<file path="src/rtl/leds_pwm.sv">
// PWM dimming output stage for the LED register; settings are double-buffered and applied
// only at PWM period boundaries. Define LEDS_PWM_BLINK_EN to add the per-period blink generator.
module leds_pwm #(
  parameter int unsigned N_LEDS     = 16,
  parameter int unsigned PRESC_DIV  = 4,
  parameter logic [7:0]  DUTY_RESET = 8'hFF
) (
  input  logic              clk_i,
  input  logic              reset_i,
  input  logic [N_LEDS-1:0] leds_i,
  input  logic              we_cfg_i,
  input  logic [31:0]       dato_cfg_i,
  output logic [31:0]       cfg_o,
  output logic              periodo_o,
  output logic [N_LEDS-1:0] leds_pad_o
);

  localparam int unsigned PRESC_W = 16;
  localparam int unsigned PWM_W   = 8;
  localparam int unsigned CFG_W   = 13;

  typedef struct packed {
    logic       blink_en;
    logic [3:0] rate;
    logic [7:0] duty;
  } cfg_t;

  localparam cfg_t CFG_RESET = '{blink_en: 1'b0, rate: 4'd0, duty: DUTY_RESET};

  logic [PRESC_W-1:0] presc;
  logic [PWM_W-1:0]   pwm_cnt;
  cfg_t               shadow;
  cfg_t               active;
  cfg_t               wr_cfg;
  cfg_t               next_active;
  logic               tick;
  logic               boundary;
  logic               duty_on;
  logic               blink_phase;

  // Period timing and the config value that becomes active at the edge.
  always_comb begin
    tick        = (presc == PRESC_W'(PRESC_DIV - 1));
    boundary    = tick && (pwm_cnt == '1);
    wr_cfg      = cfg_t'(dato_cfg_i[CFG_W-1:0]);
    next_active = active;
    if (boundary) next_active = we_cfg_i ? wr_cfg : shadow;
    duty_on     = (pwm_cnt < active.duty) || (active.duty == 8'hFF);
  end

  always_ff @(posedge clk_i) begin
    if (reset_i) begin
      presc      <= '0;
      pwm_cnt    <= '0;
      shadow     <= CFG_RESET;
      active     <= CFG_RESET;
      periodo_o  <= 1'b0;
      leds_pad_o <= '0;
    end else begin
      presc      <= tick ? '0 : presc + PRESC_W'(1);
      if (tick) pwm_cnt <= pwm_cnt + PWM_W'(1);
      if (we_cfg_i) shadow <= wr_cfg;
      active     <= next_active;
      periodo_o  <= boundary;
      leds_pad_o <= leds_i & {N_LEDS{duty_on & blink_phase}};
    end
  end

`ifdef LEDS_PWM_BLINK_EN
  localparam int unsigned BLINK_W = 15;

  logic [BLINK_W-1:0] blink_cnt;
  logic [BLINK_W-1:0] blink_max;
  logic               blink_restart;

  always_comb begin
    blink_max     = BLINK_W'((32'd1 << active.rate) - 32'd1);
    blink_restart = (next_active.blink_en != active.blink_en) ||
                    (next_active.rate != active.rate) || !active.blink_en;
  end

  // Blink counter advances once per PWM period; a changed blink setting restarts it lit.
  always_ff @(posedge clk_i) begin
    if (reset_i) begin
      blink_cnt   <= '0;
      blink_phase <= 1'b1;
    end else if (boundary) begin
      if (blink_restart) begin
        blink_cnt   <= '0;
        blink_phase <= 1'b1;
      end else if (blink_cnt == blink_max) begin
        blink_cnt   <= '0;
        blink_phase <= ~blink_phase;
      end else begin
        blink_cnt   <= blink_cnt + BLINK_W'(1);
      end
    end
  end
`else
  assign blink_phase = 1'b1;
`endif

  assign cfg_o = {19'b0, active};

endmodule
</file>
<file path="config.mk">
export PLATFORM = sky130hd
export DESIGN_NAME = leds_pwm
export DESIGN_NICKNAME = d
export VERILOG_FILES = /design/src/rtl/leds_pwm.sv
export SDC_FILE = /design/constraint.sdc
export NUM_CORES = 1
export LEC_CHECK = 0
export ABC_AREA = 1
export CELL_PAD_IN_SITES_DETAIL_PLACEMENT = 1
export CELL_PAD_IN_SITES_GLOBAL_PLACEMENT = 1
export CORE_ASPECT_RATIO = 0.9
export CORE_MARGIN = 10
export CORE_UTILIZATION = 35
export DETAILED_ROUTE_END_ITERATION = 10
export PLACE_DENSITY = 0.95
export SYNTH_ARGS = -nofsm -noshare
export SYNTH_HDL_FRONTEND = slang
export SYNTH_SLANG_ARGS = --single-unit
</file>
<file path="constraint.sdc">
create_clock -name clk_i -period 2.6 [get_ports clk_i]
set_input_delay 0.52 -clock clk_i [delete_from_list [all_inputs] [get_ports clk_i]]
set_output_delay 0.52 -clock clk_i [all_outputs]
set_load 0.02 [all_outputs]
</file>
==> results of run 1 <==
[logic make-up (layout without fill, tap and decap cells)]
family,after synthesis,in the layout,synth area share (%)
simple gates,172,172,24.3
flops,67,67,44.2
buf+inv,65,113,11.0
compound gates,56,56,11.4
fa+ha+maj,9,9,3.71
xor+xnor,9,9,2.60
mux,8,8,2.64
other cells,1,19,0.124
[flip-flops by register name, indices dropped and copies added, names as in the netlist]
signal / flops
cfg_o: 13
presc: 16
periodo_o: 1
shadow: 13
leds_pad_o: 16
pwm_cnt: 8
[where the power goes]
group / total [mW] / switching (mW) / internal (mW)
Clock: 0.984 / 0.439 / 0.544
Combinational: 0.213 / 0.123 / 0.0908
Sequential: 1.07 / 0.0127 / 1.06
Total: 2.27 / 0.575 / 1.69
[stage by stage]
step	hold slack [ns]	worst slack, ns
6_report	0.459	0.592
3_3_place_gp	0.429	0.744
5_1_grt	0.487	0.367
3_5_place_dp	0.444	0.658
2_1_floorplan	0.418	1.03
4_1_cts	0.461	0.592
[layer usage]
layer  track usage [%]  share of wire [%]  vias to the layer above
met5                 0                  0                        -
met2              25.5                 49                       87
li1                  -                  -                     1331
met3              9.28                 11                       12
met4              4.23                1.5                        0
met1              14.6                 38                     1304
[worst max-delay path by stage]
stage | end | cells after the start
floorplan | leds_pad_o[10]$_SDFF_PP0_ | 7
global placement | cfg_o[3]$_SDFFE_PP1P_ | 8
detailed placement | cfg_o[1]$_SDFFE_PP1P_ | 8
CTS | cfg_o[1]$_SDFFE_PP1P_ | 8
global route | cfg_o[1]$_SDFFE_PP1P_ | 8
finish | cfg_o[1]$_SDFFE_PP1P_ | 8
[placed cells by master (no fill, tap or decap), types with 2 or more instances in the layout]
cell	Yosys	routed
nand3_1	12	12
a21oi_1	44	44
nor2_2	2	2
inv_2	2	2
dfxtp_1	67	67
nor2_1	26	26
clkdlybuf4s50_1	0	61
nand3b_1	2	2
nand2_2	2	2
o211ai_2	8	8
mux2i_1	8	8
nand2_1	109	109
clkbuf_8	0	9
nor3_1	6	6
xor2_1	6	6
conb_1	1	19
xnor2_1	3	3
inv_6	0	2
clkinvlp_4	0	2
nand4_1	6	6
ha_1	9	9
o21ai_0	2	2
inv_1	31	31
buf_4	20	3
bufinv_16	0	2
[area by class of cell]
type                       instances  share of cell area [%]
inverter                          33                    3.18
sequential                        67                    34.4
tap                              119                    3.82
timing repair buffer              64                    16.3
clock buffer                       9                    3.18
clock inverter                     7                    2.51
multi-input combinational        273                    36.6
==> metrics.cfg, run 1 <==
[setup_path]
critPathMaxStageDelay_ns=0.44
r2r_cells=8
r2r_slack_ns=0.59
end_kind=register
cp.arrival_ns=2.22
critPathLaunchType=register
cp-startpoint=pwm_cnt[1]$_SDFFE_PP0P_
cp_max_fo=22
cpMostUsedCell=nand2_1
worstPathRequired_ns=2.82
reg2reg_from=pwm_cnt[1]$_SDFFE_PP0P_
slowest_stage=nand3_2
path_buf_inv=1
crit_type=reg2reg
path_delay_family=simple AND/OR/NAND/NOR gates
path_cells=ha_1 -> nand2_1 -> inv_2 -> nand2_2 -> nor2_4 -> nand3_2 -> nand2_1 -> o211ai_2
rr_endpoint=cfg_o[1]$_SDFFE_PP1P_

[power]
powerDensity_nw_per_um2=582
finalPower_mw=2.27
peakVddDrop_uv=352
p_leak_nw=1.74

[logic_synthesis]
synth_top_cell_by_area=dfxtp_1
synth-async-reset-ratio_pct=0
synth.cell_area_sq_um=3030
synth_top_area_share_pct=44.2
synth_cell_types=33
avgSynthCellArea_sq_um=7.84
synth-main-ff-cell=dfxtp_1
synth_edf_count=0
syn_inst=387
synth.yosys.seq_area_share_pct=44.2
synth_most_common_cell=nand2_1
synth.area.top_cells=dfxtp_1, nand2_1, a21oi_1, buf_4, inv_1
yosysWarnings=0
yosys-top-cells-count=nand2_1, dfxtp_1, a21oi_1, inv_1, nor2_1
synth_seq_cells=67

[detailed_routing]
wl_per_cell_um=15.9
vias_per_cell=4.78
via_count=2734
first_pass_iters=4
drc_errors=0
drtIter0Drc=43
routed_wl_um=9080
ant_nets=0

[layout]
final_area_sq_um=3890
antenna_cells=0
drive_gt1_share_pct=8.39
fillCellCount=1061
syn2layout_area_growth_pct=28.4
finish.utilization_pct=45.7
nets=508
multiInputGateArea_sq_um=1430
register_area_sq_um=1340
fin_cells=572

[die]
die_h_um=108
start_util_pct=35.6
num_rows=32
ios=100
coreArea_sq_um=8530
die_x_um=118
die-area_sq_um=12800

[min_path]
hold_start=presc[0]$_SDFF_PP0_
min-delay-path-class=reg2reg
holdPathEnd=presc[0]$_SDFF_PP0_
holdPathStages=1

[clock_network]
clkTransAtPathRegs_ns=0.08
cts_htree_levels=3
cts_resized=0
cts_buffer_depth=2
cts_tree=done
cts_root_buf=clkbuf_8
cts_buffers=9
cts_setup_buffers=0
cts_hold_buf=0
worstSkewPairLatency_ns=0.35
clock-sinks=67

[flow_run]
maxCapViolations=0

[global_route]
grt_start_max_net_pins=33
grt_pass1_vias=2934
grtUsageTotal_pct=14.7
grt_overflow=0
grt_pass1_wl_um=15100
antenna_found_initial=0

[sta]
maxSlewViolCount=0
relSlewSlack_pct=60.9
period_needed_ns=2.01
min_period_over_period_pct=77.2
worst-slew-pin-transition_ns=0.585
hold_viol_final=0
setup_viol=0
skew_ns=0.0176
fmax_ghz=0.498
setup_tns_ns=0
rsz0062_at_grt=false

[placement]
portBuffers=61
globalplace.congestion=0.820
dpl.hpwl_um=6580
dp_cells=556
postPlaceCellArea_sq_um=3670

[run_status]
status=complete, no violations

Power figures use the tool's default switching activity.
==> inputs of run 2 (changes only) <==
--- a/config.mk
+++ b/config.mk
@@ -10,9 +10,9 @@
 export CELL_PAD_IN_SITES_GLOBAL_PLACEMENT = 1
 export CORE_ASPECT_RATIO = 0.9
 export CORE_MARGIN = 10
-export CORE_UTILIZATION = 35
+export CORE_UTILIZATION = 33
 export DETAILED_ROUTE_END_ITERATION = 10
-export PLACE_DENSITY = 0.95
+export PLACE_DENSITY = 0.93
 export SYNTH_ARGS = -nofsm -noshare
 export SYNTH_HDL_FRONTEND = slang
 export SYNTH_SLANG_ARGS = --single-unit
==> constraint.sdc (replaced) <==
create_clock -name clk_i -period 2.08 [get_ports clk_i]
set_input_delay 0.416 -clock clk_i [delete_from_list [all_inputs] [get_ports clk_i]]
set_output_delay 0.416 -clock clk_i [all_outputs]
set_load 0.02 [all_outputs]
==> metrics.cfg, run 2 (same netlist as run 1, synthesis figures left out) <==
[run_status]
status=complete, no violations

[placement]
dpl.hpwl_um=6380  ; -3.0%
portBuffers=61  ; unchanged
globalplace.congestion=0.767  ; -6.4%

[detailed_routing]
vias_per_cell=4.57  ; -4.4%
drtIter0Drc=90  ; +110%
first_pass_iters=4  ; unchanged
drc_errors=0  ; unchanged
ant_nets=0  ; unchanged
routed_wl_um=8350  ; -8.0%
wl_per_cell_um=14.5  ; -8.7%
via_count=2633  ; -3.7%

[clock_network]
cts_root_buf=clkbuf_8
cts_htree_levels=3  ; unchanged
cts_tree=done
cts_buffer_depth=2  ; unchanged
worstSkewPairLatency_ns=0.34  ; about the same
clkTransAtPathRegs_ns=0.08  ; about the same
cts_hold_buf=0  ; unchanged
cts_resized=0  ; unchanged
cts_setup_buffers=0  ; unchanged
clock-sinks=67  ; unchanged
cts_buffers=9  ; unchanged

[layout]
fillCellCount=1090  ; +2.7%
antenna_cells=0  ; unchanged
final_cell_mix=nand2_1, dfxtp_1, clkdlybuf4s50_1
nets=509  ; +0.20%
largestRegisters=leds_pad_o (16), presc (16)
drive_gt1_share_pct=8.59  ; +0.20 points
final_common_cell=nand2_1
syn2layout_area_growth_pct=28.1

[die]
die_h_um=111  ; +2.4%
start_util_pct=33.5  ; -2.0 points
coreArea_sq_um=9040  ; +6.0%
die_x_um=121  ; +2.5%
ios=100  ; unchanged
die-area_sq_um=13400  ; +5.0%
num_rows=33  ; +3.1%

[global_route]
antenna_found_initial=0  ; unchanged
grt_start_max_net_pins=33  ; unchanged
grt_overflow=0  ; unchanged
grtUsageTotal_pct=12.7  ; -2.0 points
grt_pass1_wl_um=14000  ; -7.6%
grt_pass1_vias=2899  ; -1.2%

[setup_path]
r2r_cells=6  ; -2
rr_endpoint=leds_pad_o[10]$_SDFF_PP0_
crit_end=cfg_o[0]
path_cells=clkdlybuf4s50_1
cp.arrival_ns=1.39  ; -0.83 ns
path_delay_family=buffers and inverters
cp-startpoint=cfg_o[0]$_SDFFE_PP1P_
critPathMaxStageDelay_ns=0.65  ; +0.21 ns
reg2reg_from=cfg_o[5]$_SDFFE_PP1P_
r2r_slack_ns=0.29  ; -0.30 ns
end_kind=output port
critPathLaunchType=register
cp_max_fo=4  ; -82%
slowest_stage=clkdlybuf4s50_1
worstPathRequired_ns=1.66  ; -1.16 ns
crit_type=reg2out
cp_num_cells=1  ; -7
path_buf_inv=1  ; unchanged

[power]
p_sw_share_pct=25.4  ; +0.027 points
peakVddDrop_uv=332  ; -5.6%
p_comb_share_pct=9.7  ; +0.3 points
p_leak_nw=1.74  ; -0.20%
p_switching_mw=0.687  ; +20%
internal_power_mw=2.02  ; +19%
pwr-share-clk_pct=41.0  ; -2.4 points
powerDensity_nw_per_um2=697  ; +20%
power_frac_seq_pct=49.3  ; +2.1 points

[sta]
min_period_over_period_pct=86.6
period_needed_ns=1.80
maxSlewViolCount=0  ; unchanged
setup_tns_ns=0  ; unchanged
fmax_ghz=0.555
finalHoldWorstSlack_ns=0.461  ; +0.00137 ns
relSlewSlack_pct=61.9  ; +0.99 points
worst-slew-pin-transition_ns=0.570  ; -0.0149 ns
skew_ns=0.0113  ; -0.00628 ns
setup_viol=0  ; unchanged
rsz0062_at_grt=false
hold_viol_final=0  ; unchanged

[min_path]
min-delay-path-class=reg2reg

[flow_run]
maxCapViolations=0  ; unchanged

-- run 2: changes by cell type in the layout (fill, tap and decap cells not counted) --
| cell | before | now |
|---|---|---|
| bufinv_16 | 2 | 1 |
| clkinv_2 | 1 | 2 |
| inv_6 | 2 | 1 |
| buf_4 | 3 | 4 |
| clkbuf_8 | 9 | 10 |
-- run 2: stage by stage --
step / area [sq um] / instances / utilization, % / power, mW / setup slack (ns)
finish: 3880 / 576 / 43.0 / 2.71 / 0.278
global route: 3880 / 576 / 43.0 / 2.83 / 0.121
CTS: 3880 / 576 / 43.0 / 2.73 / 0.246
global placement: 3680 / 560 / 40.7 / 1.62 / 0.388
detailed placement: 3680 / 560 / 40.7 / 1.63 / 0.329
floorplan: 3100 / 405 / - / 1.54 / 0.506
-- run 2: worst min-delay path by stage --
stage                          start                     to  slack, ns  depth (start not counted)
4_1_cts        cfg_o[9]$_SDFFE_PP0P_  cfg_o[9]$_SDFFE_PP0P_       0.47                          2
3_3_place_gp     presc[0]$_SDFF_PP0_    presc[0]$_SDFF_PP0_       0.43                          1
2_1_floorplan    presc[0]$_SDFF_PP0_    presc[0]$_SDFF_PP0_       0.42                          1
5_1_grt        cfg_o[9]$_SDFFE_PP0P_  cfg_o[9]$_SDFFE_PP0P_       0.49                          2
6_report         presc[0]$_SDFF_PP0_    presc[0]$_SDFF_PP0_       0.46                          1
3_5_place_dp   cfg_o[9]$_SDFFE_PP0P_  cfg_o[9]$_SDFFE_PP0P_       0.46                          2
-- run 2: power groups by stage --
stage          sequential [mW]  combinational [mW]  clock, mW
6_report                  1.34               0.263       1.11
5_1_grt                   1.34               0.288       1.20
4_1_cts                   1.34               0.265       1.13
3_5_place_dp              1.37               0.263          0
3_3_place_gp              1.36               0.254          0
2_1_floorplan             1.38               0.152          0
-- run 2: final cells by class --
type                            instances  area, sq um  area share [%]
Clock buffer                           10          138            3.54
Clock inverter                          6         63.8            1.64
Inverter                               33          124            3.19
Multi-Input combinational cell        273         1430            36.7
Sequential cell                        67         1340            34.5
Tap cell                              122          153            3.93
Timing Repair Buffer                   65          641            16.5
-- run 2: per-layer routing --
metal	part of all wire (%)	vias up	track usage (%)
met4	1.3	0	3.78
li1	-	1328	-
met1	40	1232	13.0
met3	7.6	10	5.75
met2	51	63	22.6
met5	0	-	0
